==> config.mk <==
export PLATFORM = sky130hd
export DESIGN_NAME = vga_scan_flat
export DESIGN_NICKNAME = d
export VERILOG_FILES = /design/src/rtl/vga_scan_if.sv /design/src/rtl/vga_scan.sv /design/src/flat_wrapper.sv
export SDC_FILE = /design/constraint.sdc
export NUM_CORES = 1
export LEC_CHECK = 0
export CAP_MARGIN = 15
export CELL_PAD_IN_SITES_DETAIL_PLACEMENT = 1
export CELL_PAD_IN_SITES_GLOBAL_PLACEMENT = 2
export CORE_ASPECT_RATIO = 1.25
export CORE_MARGIN = 2
export CORE_UTILIZATION = 31
export CTS_CLUSTER_SIZE = 8
export DETAILED_ROUTE_END_ITERATION = 6
export PLACE_DENSITY = 0.84
export SKIP_CTS_REPAIR_TIMING = 1
export SYNTH_ARGS = -nofsm -noshare
export SYNTH_HDL_FRONTEND = slang
export SYNTH_SLANG_ARGS = --single-unit
==> constraint.sdc <==
create_clock -name vclk -period 2.6 [get_ports vclk]
set_input_delay 0.65 -clock vclk [delete_from_list [all_inputs] [get_ports vclk]]
set_output_delay 0.65 -clock vclk [all_outputs]
set_load 0.01 [all_outputs]
==> src/rtl/vga_scan_if.sv <==
// Display-side bundle of vga_scan: VRAM read port, lcdon enable and the sync/colour outputs.
interface vga_scan_if #(
   parameter int LINE_W = 6,
   parameter int COL_W  = 8,
   parameter int WORD_W = 4
);
   logic                     lcdon;
   logic [LINE_W+COL_W-1:0]  vram_a;
   logic [WORD_W-1:0]        vram_do;
   logic                     hsync;
   logic                     vsync;
   logic [11:0]              rgb;
   logic                     frame_sof;

   modport master (
      input  lcdon, vram_do,
      output vram_a, hsync, vsync, rgb, frame_sof
   );

   modport slave (
      output lcdon, vram_do,
      input  vram_a, hsync, vsync, rgb, frame_sof
   );
endinterface

==> src/rtl/vga_scan.sv <==
// VGA scan-out engine: sync timing, windowed monochrome VRAM fetch, 2-clock colour pipeline.
// Build macro VGA_SCANLINE_EN: halves PIX_OFF_RGB on odd window lines (CRT scanline look).
module vga_scan #(
   parameter int          H_SYNC      = 96,
   parameter int          H_BP        = 40,
   parameter int          H_BORDER    = 8,
   parameter int          H_ACTIVE    = 640,
   parameter int          H_FP        = 8,
   parameter int          V_SYNC      = 2,
   parameter int          V_BP        = 25,
   parameter int          V_BORDER    = 8,
   parameter int          V_ACTIVE    = 480,
   parameter int          V_FP        = 2,
   parameter int          X_OFF       = 0,
   parameter int          Y_OFF       = 221,
   parameter int          SRC_W       = 640,
   parameter int          SRC_H       = 64,
   parameter int          V_SCALE     = 1,
   parameter int          WORD_W      = 4,
   parameter int          LINE_W      = 6,
   parameter int          COL_W       = 8,
   parameter int          SWAP_PAIRS  = 1,
   parameter logic [11:0] PIX_ON_RGB  = 12'h000,
   parameter logic [11:0] PIX_OFF_RGB = 12'hFFF,
   parameter logic [11:0] BORDER_RGB  = 12'h000
) (
   input  logic       vclk,
   input  logic       reset_n,
   vga_scan_if.master bus
);

   localparam int H_TOTAL = H_SYNC + H_BP + 2*H_BORDER + H_ACTIVE + H_FP;
   localparam int V_TOTAL = V_SYNC + V_BP + 2*V_BORDER + V_ACTIVE + V_FP;
   localparam int HC_W    = $clog2(H_TOTAL);
   localparam int VC_W    = $clog2(V_TOTAL);
   localparam int DX      = H_SYNC + H_BP + H_BORDER + X_OFF;
   localparam int DY      = V_SYNC + V_BP + V_BORDER + Y_OFF;
   localparam int PH_SH   = $clog2(WORD_W);
   localparam int PH_W    = (WORD_W > 1) ? PH_SH : 1;
   localparam int REP_W   = (V_SCALE > 1) ? $clog2(V_SCALE) : 1;

   localparam logic [HC_W-1:0]  H_LAST  = HC_W'(H_TOTAL - 1);
   localparam logic [VC_W-1:0]  V_LAST  = VC_W'(V_TOTAL - 1);
   localparam logic [HC_W-1:0]  H_SYNC_C = HC_W'(H_SYNC);
   localparam logic [VC_W-1:0]  V_SYNC_C = VC_W'(V_SYNC);
   localparam logic [HC_W-1:0]  DX_C    = HC_W'(DX);
   localparam logic [VC_W-1:0]  DY_C    = VC_W'(DY);
   localparam logic [HC_W:0]    WX_LO   = (HC_W+1)'(DX);
   localparam logic [HC_W:0]    WX_HI   = (HC_W+1)'(DX + SRC_W);
   localparam logic [VC_W:0]    WY_LO   = (VC_W+1)'(DY);
   localparam logic [VC_W:0]    WY_HI   = (VC_W+1)'(DY + SRC_H*V_SCALE);
   localparam logic [HC_W:0]    AX_LO   = (HC_W+1)'(H_SYNC + H_BP);
   localparam logic [HC_W:0]    AX_HI   = (HC_W+1)'(H_SYNC + H_BP + 2*H_BORDER + H_ACTIVE - 1);
   localparam logic [VC_W:0]    AY_LO   = (VC_W+1)'(V_SYNC + V_BP);
   localparam logic [VC_W:0]    AY_HI   = (VC_W+1)'(V_SYNC + V_BP + 2*V_BORDER + V_ACTIVE - 1);
   localparam logic [REP_W-1:0] REP_MAX = REP_W'(V_SCALE - 1);

   function automatic logic [PH_W-1:0] bit_index(input logic [PH_W-1:0] p);
      return (SWAP_PAIRS != 0) ? (p ^ PH_W'(1)) : (PH_W'(WORD_W - 1) - p);
   endfunction

`ifdef VGA_SCANLINE_EN
   function automatic logic [11:0] dim_rgb(input logic [11:0] c);
      return {1'b0, c[11:9], 1'b0, c[7:5], 1'b0, c[3:1]};
   endfunction
`endif

   logic [HC_W-1:0]   hcount;
   logic [VC_W-1:0]   vcount;
   logic [VC_W-1:0]   vcount_nx;
   logic [REP_W-1:0]  rep;
   logic [LINE_W-1:0] line_idx;
   logic              en_q;
   logic              h_last, v_last, h_win, v_win;
   logic [HC_W-1:0]   hoff;
   logic [HC_W-1:0]   word_p0;
   logic [PH_W-1:0]   phase_p0;
   logic              in_win_p0, active_p0, raw_hs_p0, raw_vs_p0, sof_p0;

   // ---- stage 0: counters, window decode, VRAM address ----
   always_comb begin
      h_last    = (hcount == H_LAST);
      v_last    = (vcount == V_LAST);
      vcount_nx = v_last ? '0 : vcount + 1'b1;
      h_win     = ({1'b0, hcount} >= WX_LO) && ({1'b0, hcount} < WX_HI);
      v_win     = ({1'b0, vcount} >= WY_LO) && ({1'b0, vcount} < WY_HI);
      in_win_p0 = h_win && v_win;
      active_p0 = ({1'b0, hcount} >= AX_LO) && ({1'b0, hcount} <= AX_HI) &&
                  ({1'b0, vcount} >= AY_LO) && ({1'b0, vcount} <= AY_HI);
      raw_hs_p0 = (hcount < H_SYNC_C);
      raw_vs_p0 = (vcount < V_SYNC_C);
      sof_p0    = (hcount == '0) && (vcount == '0);
      hoff      = hcount - DX_C;
      phase_p0  = hoff[PH_W-1:0];
      word_p0   = hoff >> PH_SH;
      bus.vram_a = in_win_p0 ? {line_idx, COL_W'(word_p0)} : '1;
   end

`ifdef VGA_SCANLINE_EN
   logic [VC_W-1:0] voff;
   logic            odd_p0, odd_p1;
   always_comb begin
      voff   = vcount - DY_C;
      odd_p0 = voff[0];
   end
`endif

   // Source line stepping: rep counts repeats of one source line, so no divider is needed.
   always_ff @(posedge vclk) begin
      if (!reset_n) begin
         hcount   <= '0;
         vcount   <= '0;
         rep      <= '0;
         line_idx <= '0;
         en_q     <= 1'b0;
      end else if (h_last) begin
         hcount <= '0;
         vcount <= vcount_nx;
         if (vcount_nx == DY_C) begin
            rep      <= '0;
            line_idx <= '0;
         end else if (v_win) begin
            if (rep == REP_MAX) begin
               rep      <= '0;
               line_idx <= line_idx + 1'b1;
            end else begin
               rep <= rep + 1'b1;
            end
         end
         if (v_last)
            en_q <= bus.lcdon;
      end else begin
         hcount <= hcount + 1'b1;
      end
   end

   // ---- stage 1: VRAM data arrives, pick the pixel bit ----
   logic            vld_p1;
   logic            in_win_p1, active_p1, raw_hs_p1, raw_vs_p1, sof_p1, en_p1;
   logic [PH_W-1:0] phase_p1;
   logic            pix_p1;
   logic [11:0]     rgb_p1;

   always_ff @(posedge vclk) begin
      if (!reset_n)
         vld_p1 <= 1'b0;
      else
         vld_p1 <= 1'b1;
   end

   always_ff @(posedge vclk) begin
      in_win_p1 <= in_win_p0;
      active_p1 <= active_p0;
      raw_hs_p1 <= raw_hs_p0;
      raw_vs_p1 <= raw_vs_p0;
      sof_p1    <= sof_p0;
      en_p1     <= en_q;
      phase_p1  <= phase_p0;
`ifdef VGA_SCANLINE_EN
      odd_p1    <= odd_p0;
`endif
   end

   always_comb begin
      pix_p1 = bus.vram_do[bit_index(phase_p1)];
      rgb_p1 = PIX_OFF_RGB;
      if (!active_p1)
         rgb_p1 = '0;
      else if (!in_win_p1 || !en_p1)
         rgb_p1 = BORDER_RGB;
      else if (pix_p1)
         rgb_p1 = PIX_ON_RGB;
`ifdef VGA_SCANLINE_EN
      else if (odd_p1)
         rgb_p1 = dim_rgb(PIX_OFF_RGB);
`endif
      else
         rgb_p1 = PIX_OFF_RGB;
   end

   // ---- stage 2: registered outputs ----
   logic        hsync_p2, vsync_p2, sof_p2;
   logic [11:0] rgb_p2;

   always_ff @(posedge vclk) begin
      if (!reset_n || !vld_p1) begin
         hsync_p2 <= 1'b1;
         vsync_p2 <= 1'b1;
         rgb_p2   <= '0;
         sof_p2   <= 1'b0;
      end else begin
         hsync_p2 <= ~raw_hs_p1;
         vsync_p2 <= ~raw_vs_p1;
         rgb_p2   <= rgb_p1;
         sof_p2   <= sof_p1;
      end
   end

   assign bus.hsync     = hsync_p2;
   assign bus.vsync     = vsync_p2;
   assign bus.rgb       = rgb_p2;
   assign bus.frame_sof = sof_p2;

endmodule
==> src/flat_wrapper.sv <==
// flat-port wrapper written by rule: the top's interface ports become plain ports
module vga_scan_flat 
#(
   parameter int          H_SYNC      = 96,
   parameter int          H_BP        = 40,
   parameter int          H_BORDER    = 8,
   parameter int          H_ACTIVE    = 640,
   parameter int          H_FP        = 8,
   parameter int          V_SYNC      = 2,
   parameter int          V_BP        = 25,
   parameter int          V_BORDER    = 8,
   parameter int          V_ACTIVE    = 480,
   parameter int          V_FP        = 2,
   parameter int          X_OFF       = 0,
   parameter int          Y_OFF       = 221,
   parameter int          SRC_W       = 640,
   parameter int          SRC_H       = 64,
   parameter int          V_SCALE     = 1,
   parameter int          WORD_W      = 4,
   parameter int          LINE_W      = 6,
   parameter int          COL_W       = 8,
   parameter int          SWAP_PAIRS  = 1,
   parameter logic [11:0] PIX_ON_RGB  = 12'h000,
   parameter logic [11:0] PIX_OFF_RGB = 12'hFFF,
   parameter logic [11:0] BORDER_RGB  = 12'h000
)
  (vclk, reset_n, bus_lcdon, bus_vram_do, bus_vram_a, bus_hsync, bus_vsync, bus_rgb, bus_frame_sof);
  vga_scan_if #(.LINE_W(LINE_W), .COL_W(COL_W), .WORD_W(WORD_W)) bus_i ();
  input  logic vclk;
  input  logic reset_n;
  input wire logic [$bits(bus_i.lcdon)-1:0] bus_lcdon;
  input wire logic [$bits(bus_i.vram_do)-1:0] bus_vram_do;
  output wire logic [$bits(bus_i.vram_a)-1:0] bus_vram_a;
  output wire logic [$bits(bus_i.hsync)-1:0] bus_hsync;
  output wire logic [$bits(bus_i.vsync)-1:0] bus_vsync;
  output wire logic [$bits(bus_i.rgb)-1:0] bus_rgb;
  output wire logic [$bits(bus_i.frame_sof)-1:0] bus_frame_sof;
  assign bus_i.lcdon = bus_lcdon;
  assign bus_i.vram_do = bus_vram_do;
  assign bus_vram_a = bus_i.vram_a;
  assign bus_hsync = bus_i.hsync;
  assign bus_vsync = bus_i.vsync;
  assign bus_rgb = bus_i.rgb;
  assign bus_frame_sof = bus_i.frame_sof;
  vga_scan #(.H_SYNC(H_SYNC), .H_BP(H_BP), .H_BORDER(H_BORDER), .H_ACTIVE(H_ACTIVE), .H_FP(H_FP), .V_SYNC(V_SYNC), .V_BP(V_BP), .V_BORDER(V_BORDER), .V_ACTIVE(V_ACTIVE), .V_FP(V_FP), .X_OFF(X_OFF), .Y_OFF(Y_OFF), .SRC_W(SRC_W), .SRC_H(SRC_H), .V_SCALE(V_SCALE), .WORD_W(WORD_W), .LINE_W(LINE_W), .COL_W(COL_W), .SWAP_PAIRS(SWAP_PAIRS), .PIX_ON_RGB(PIX_ON_RGB), .PIX_OFF_RGB(PIX_OFF_RGB), .BORDER_RGB(BORDER_RGB)) u_core (.vclk(vclk), .reset_n(reset_n), .bus(bus_i));
endmodule
# Word level (Yosys, flattened, before mapping)
# Cells that the tools add are included.
word_totals:
  reg_bits: 52
  in_bits: 7
classes:
  magnitude_cmp: 11
  n_reduce_logical: 21
  n_mux: 12
  n_bitwise: 5
  n_eq_ne: 4
  n_addsub: 5
op_table:
  columns: ["cell", "count"]
  rows:
  - ["adder 10 x 1 -> 10 bit, second input constant", 2]
  - ["equality test 10 bit, second input constant", 2]
  - ["greater-or-equal comparator 10 x 8 -> 1 bit, second input constant", 2]
  - ["less-or-equal comparator 10 bit, second input constant", 2]
  - ["logical NOT 10 bit", 2]
  - ["2-to-1 mux 6 bit", 3]
  - ["2-to-1 mux 14 bit", 1]
  - ["2-to-1 mux 12 bit", 1]
  - ["equality test 10 x 9 -> 1 bit, second input constant", 1]
  - ["greater-or-equal comparator 10 x 5 -> 1 bit, second input constant", 1]
  - ["greater-or-equal comparator 10 x 9 -> 1 bit, second input constant", 1]
  - ["less-than comparator 10 bit, second input constant", 1]
  - ["less-than comparator 10 x 2 -> 1 bit, second input constant", 1]
  - ["less-than comparator 10 x 7 -> 1 bit, second input constant", 1]
  - ["less-than comparator 10 x 9 -> 1 bit, second input constant", 1]
  - ["2-to-1 mux 10 bit", 1]
  - ["subtractor 10 x 8 -> 10 bit, second input constant", 1]
  - ["logical AND 1 bit", 7]
  - ["adder 6 x 1 -> 6 bit, second input constant", 1]
  - ["2-to-1 mux 1 bit", 5]
  - ["NOT 1 bit", 5]
  - ["logical NOT 1 bit", 4]
  - ["AND reduction 2 bit", 2]
  - ["less-than comparator 2 x 3 -> 1 bit, second input constant", 1]
  - ["other kinds (8)", 9]

# Depth between registers and ports, before layout
# Gate-level depths: netlist (run 1).
logic_depth:
  word_depth: 5
  mapped_depth: 10
  ltp_nobuf: 8

# Worst setup path before layout (run 1)
# No wires, ideal clock.
synth_timing:
  kind: "reg-to-output"
  start: "register u_core.vcount[9]"
  end: "output bus_vram_a[4]"
  required_time_ps: 1950
  path_stages_with_launch: 7
  arrival_ps: 1763
  slack_ps: 187
  path_cell_list: "dfxtp_1 -> clkbuf_1 -> nor4b_2 -> nand2_1 -> a31oi_1 -> clkbuf_1 -> nand2_1"
synth_between:
  elab_chain_cells: 4
  elab_cells_between_ends: 5
synth_lines:
  columns: ["element", "line", "text"]
  rows:
  - ["from (decl)", "vga_scan.sv:69", "logic [VC_W-1:0] vcount;"]
  - ["from (signal assigned)", "vga_scan.sv:118", "vcount <= vcount_nx;"]
  - ["greater-or-equal comparator 10 x 9 -> 1 bit or less-than comparator 10 x 9 -> 1 bit (tied branches)", "vga_scan.sv:86", "v_win = ({1'b0, vcount} >= WY_LO) && ({1'b0, vcount} < WY_HI);"]
  - ["logical AND 1 bit *", "vga_scan.sv:86", null]
  - ["logical AND 1 bit *", "vga_scan.sv:87", "in_win_p0 = h_win && v_win;"]
  - ["named net u_core.in_win_p0", "vga_scan.sv:78", "logic in_win_p0, active_p0, raw_hs_p0, raw_vs_p0, sof_p0;"]
  - ["2-to-1 mux 14 bit *", "vga_scan.sv:96", "bus.vram_a = in_win_p0 ? {line_idx, COL_W'(word_p0)} : '1;"]
  - ["to (decl)", "flat_wrapper.sv:33", "output wire logic [$bits(bus_i.vram_a)-1:0] bus_vram_a;"]
# Mark *: on every way through the listed nets, which the timed path passes. The rest lies on a longest branch.

# Final worst setup path (run 1)
layout_timing:
  start: "register u_core.hcount[0]"
  end: "output bus_vram_a[8]"
layout_between:
  elab_chain_cells: 4
  elab_cells_between_ends: 5
layout_lines:
  columns: ["element", "line", "text"]
  rows:
  - ["from (decl)", "vga_scan.sv:68", "logic [HC_W-1:0] hcount;"]
  - ["from (signal assigned)", "vga_scan.sv:133", "hcount <= hcount + 1'b1;"]
  - ["greater-or-equal comparator 10 x 8 -> 1 bit or less-than comparator 10 bit (tied branches)", "vga_scan.sv:85", "h_win = ({1'b0, hcount} >= WX_LO) && ({1'b0, hcount} < WX_HI);"]
  - ["logical AND 1 bit *", "vga_scan.sv:85", null]
  - ["logical AND 1 bit *", "vga_scan.sv:87", null]
  - ["2-to-1 mux 14 bit *", "vga_scan.sv:96", null]
# Mark *: on every way between the ends. The rest lies on a longest branch, timed or not.

==> flow_summary_export.csv, run 1 <==
group,metric,value,unit
placed_design,dp.final_hpwl,4730,microns
cells_and_area,fillerInstances,899,
floorplan,io_pins,36,
cts,insertion_delay,0.30,ns
global_routing,grt_max_degree,16,
route,vias,2123,
cts,clock_sinks,40,
critical_path,cp.required,1.95,ns
route,drtPass1Iterations,5,
floorplan,dieArea,8070,sq um
timing,relSlewSlack,66.5,%
global_routing,use_met3,2.52,%
floorplan,fp.dieH,99.9,microns
global_routing,antenna_found_initial,0,
floorplan,start_util,31.4,%
pwr,p_leak,0.00115,uW
global_routing,use_met1,19.9,%
yosys,synth_fp_nets,301,
cts,htree_num_levels,2,
yosys,synthArstFlopShare,0,%
cts,path_clk_slew,0.08,ns
timing,tightest_slew,0.500,ns
critical_path,crit_fanout,5,
critical_path,crit_buf_inv,3,
yosys,syn_inst,285,
global_routing,grt_pass1_wl,10800,microns
run,max_cap_viol_count,0,
pwr,p_per_area,407,nW/um^2
route,drt-total-wl,6310,microns
yosys,ys_seq_elements,40,
timing,setup_viol,8,
hold_path,holdPathStages,0,
cells_and_area,final_cell_mix,"nand2_1 (40), dfxtp_1 (40), buf_4 (31)",
pwr,comb_power_share,6.0,%
hold_path,hold_class,"reg2reg",
pwr,intPower,954,uW
global_routing,met2_usage,30.8,%
yosys,synth_edf_count,0,
global_routing,grt_pass1_vias,2231,
yosys,synthesis.area,2280,sq um
cells_and_area,diodes,0,
yosys,synth-main-ff-cell,"dfxtp_1",
yosys,yosysWarnings,0,
route,wl_per_cell,14.9,microns
floorplan,core_region_area,7270,sq um
global_routing,grt_most_used_layer,"met2",
global_routing,gr-total-overflow,0,
timing,rsz0062_at_grt,"true",
cells_and_area,fin_nets,347,
cts,cts_tree,"done",
timing,fmaxAchievable,356,MHz
pwr,seqPwrFrac,52.4,%
critical_path,cp-end-kind,"output pin",
critical_path,cp.arrival,2.16,ns
critical_path,cp-start-kind,"register",
route,drcViolationCount,0,
placed_design,port_buffers,35,
placed_design,dp_slack,-0.0128,ns
floorplan,rows,35,
critical_path,crit_path_cell_trace,"inv_1 -> ha_1 -> nor3b_4 -> nand4b_1 -> a31oi_4 -> buf_4 -> nand2b_1 -> clkdlybuf4s50_1",
run_status,violations,"setup timing",
route,vias_per_cell,5.01,
timing,fin_crit_sh,108,%
cells_and_area,final_cells,424,
run_status,outcome,"finished with violations",
cts,ctsRootBufferMaster,"clkbuf_8",
timing,skew,0.00493,ns
cells_and_area,finalInstanceArea,2990,sq um
critical_path,critPathTopFamily,"buffers and inverters",
pwr,clockPowerShare,41.6,%
placed_design,gp_congestion,0.788,
floorplan,die_x,80.7,microns
timing,final.setup.worst_slack,-0.209,ns
critical_path,crit_cells,8,
cts,clk_path_buf_depth,2,
route,antenna_left,0,
critical_path,slowest_stage,"clkdlybuf4s50_1",
critical_path,worstSetupPathType,"reg2out",
pwr,switching_power,264,uW
pwr,p_sw_share,21.7,%
placed_design,placed_area,2820,sq um
pwr,ir_drop,0.000204,V
timing,finalMaxSlewViolations,0,
timing,final.min_clock_period,2.81,ns
global_routing,grt_usage,16.9,%
cells_and_area,drive_gt1_share,14.5,%
cts,cts_buffers,5,
yosys,yosys.cell_types.count,45,
critical_path,worstRegToRegCells,7,
pwr,total_power,1220,uW
critical_path,worst_path_largest_cell_delay,0.48,ns
yosys,synth.avg_cell_area,8.01,sq um
placed_design,placed_cells,415,
yosys,yosysSeqAreaShare,35.1,%
cells_and_area,area_growth,31.2,%
timing,finalHoldViolations,0,
route,drt_iter0_drc,74,
-- registers in the layout, indices dropped and copies added, names as in the netlist, 2 cells and up --
register / cells
u_core.hcount: 10
u_core.vcount: 10
u_core.line_idx: 6
u_core.phase_p1: 2
-- per-layer routing --
metal / wire length, microns / vias up / share of wire (%)
met3: 119 / 12 / 1.9
met2: 3380 / 23 / 53
met1: 2660 / 1027 / 42
li1: - / 1061 / -
met5: 0 / - / 0
met4: 159 / 0 / 2.5
-- cells by family after synthesis --
logic type,share of synthesized area (%)
adder cells (fa/ha/maj),4.93
AO/OA/AOI/OAI,12.7
flip-flops,35.1
buffers and inverters,8.44
AND/OR/NAND/NOR,31.4
multiplexers,0.987
XOR/XNOR,6.52
-- power by group through the flow --
stage | sequential [uW] | clock [uW] | combinational, uW
after floorplan | 652 | 0 | 33.2
after global placement | 651 | 0 | 68.3
after detailed placement | 652 | 0 | 69.4
after CTS | 638 | 523 | 69.9
after global routing | 641 | 556 | 81.7
final | 638 | 507 | 72.9
-- path summary, 6_finish.rpt --
path                                               startpoint                               to  slack, ns
worst max register to register  u_core.vcount[6]$_SDFFE_PN0P_  u_core.line_idx[3]$_SDFFE_PN0P_       0.30
worst min-delay path                 u_core.en_q$_SDFFE_PN0P_             u_core.en_p1$_DFF_P_       0.36
worst max-delay path              u_core.hcount[0]$_SDFF_PP0_                    bus_vram_a[8]      -0.21
worst min register to register       u_core.en_q$_SDFFE_PN0P_             u_core.en_p1$_DFF_P_       0.36
-- layout make-up --
class | count | area, sq um | area share (%)
Clock buffer | 6 | 72.6 | 2.42
Clock inverter | 2 | 35.0 | 1.17
Inverter | 9 | 33.8 | 1.13
Multi-Input combinational cell | 208 | 1330 | 44.3
Sequential cell | 40 | 801 | 26.7
Tap cell | 92 | 115 | 3.84
Timing Repair Buffer | 67 | 609 | 20.4
-- metrics by stage --
stage	util, %	hold WS [ns]	setup TNS (ns)
after floorplan	-	0.325	0
after CTS	40.3	0.364	-4.11
after global routing	41.2	0.368	-2.58
final	41.2	0.363	-1.56
after detailed placement	38.8	0.342	-0.0128
after global placement	38.8	0.335	0
-- synthesized netlist by cell type (4+ instances only) --
library cell | n | area [sq um]
a21boi_0 | 5 | 37.5
and2_1 | 9 | 56.3
and3_1 | 7 | 43.8
buf_2 | 4 | 20.0
buf_4 | 11 | 82.6
clkbuf_1 | 12 | 45.0
dfxtp_1 | 40 | 801
ha_1 | 9 | 113
inv_1 | 9 | 33.8
nand2_1 | 40 | 150
nand2b_1 | 8 | 50.1
nand3_1 | 16 | 80.1
nand4_1 | 4 | 25.0
nor2_1 | 27 | 101
nor3_1 | 9 | 45.0
o21ai_0 | 10 | 50.1
o21ai_1 | 4 | 20.0
o22ai_1 | 6 | 37.5
xnor2_1 | 9 | 78.8
xor2_1 | 8 | 70.1
Power figures use the tool's default switching activity.
==> run 2, diff against run 1 <==
- HOLD_SLACK_MARGIN: default -> 0.12
==> results of run 2 <==
Final layout, timing and power as in run 1 (identical DEF).
==> run 3, diff against run 2 <==
- CAP_MARGIN: 15 -> 20
==> results of run 3 <==
Final layout, timing and power as in run 1 (identical DEF).
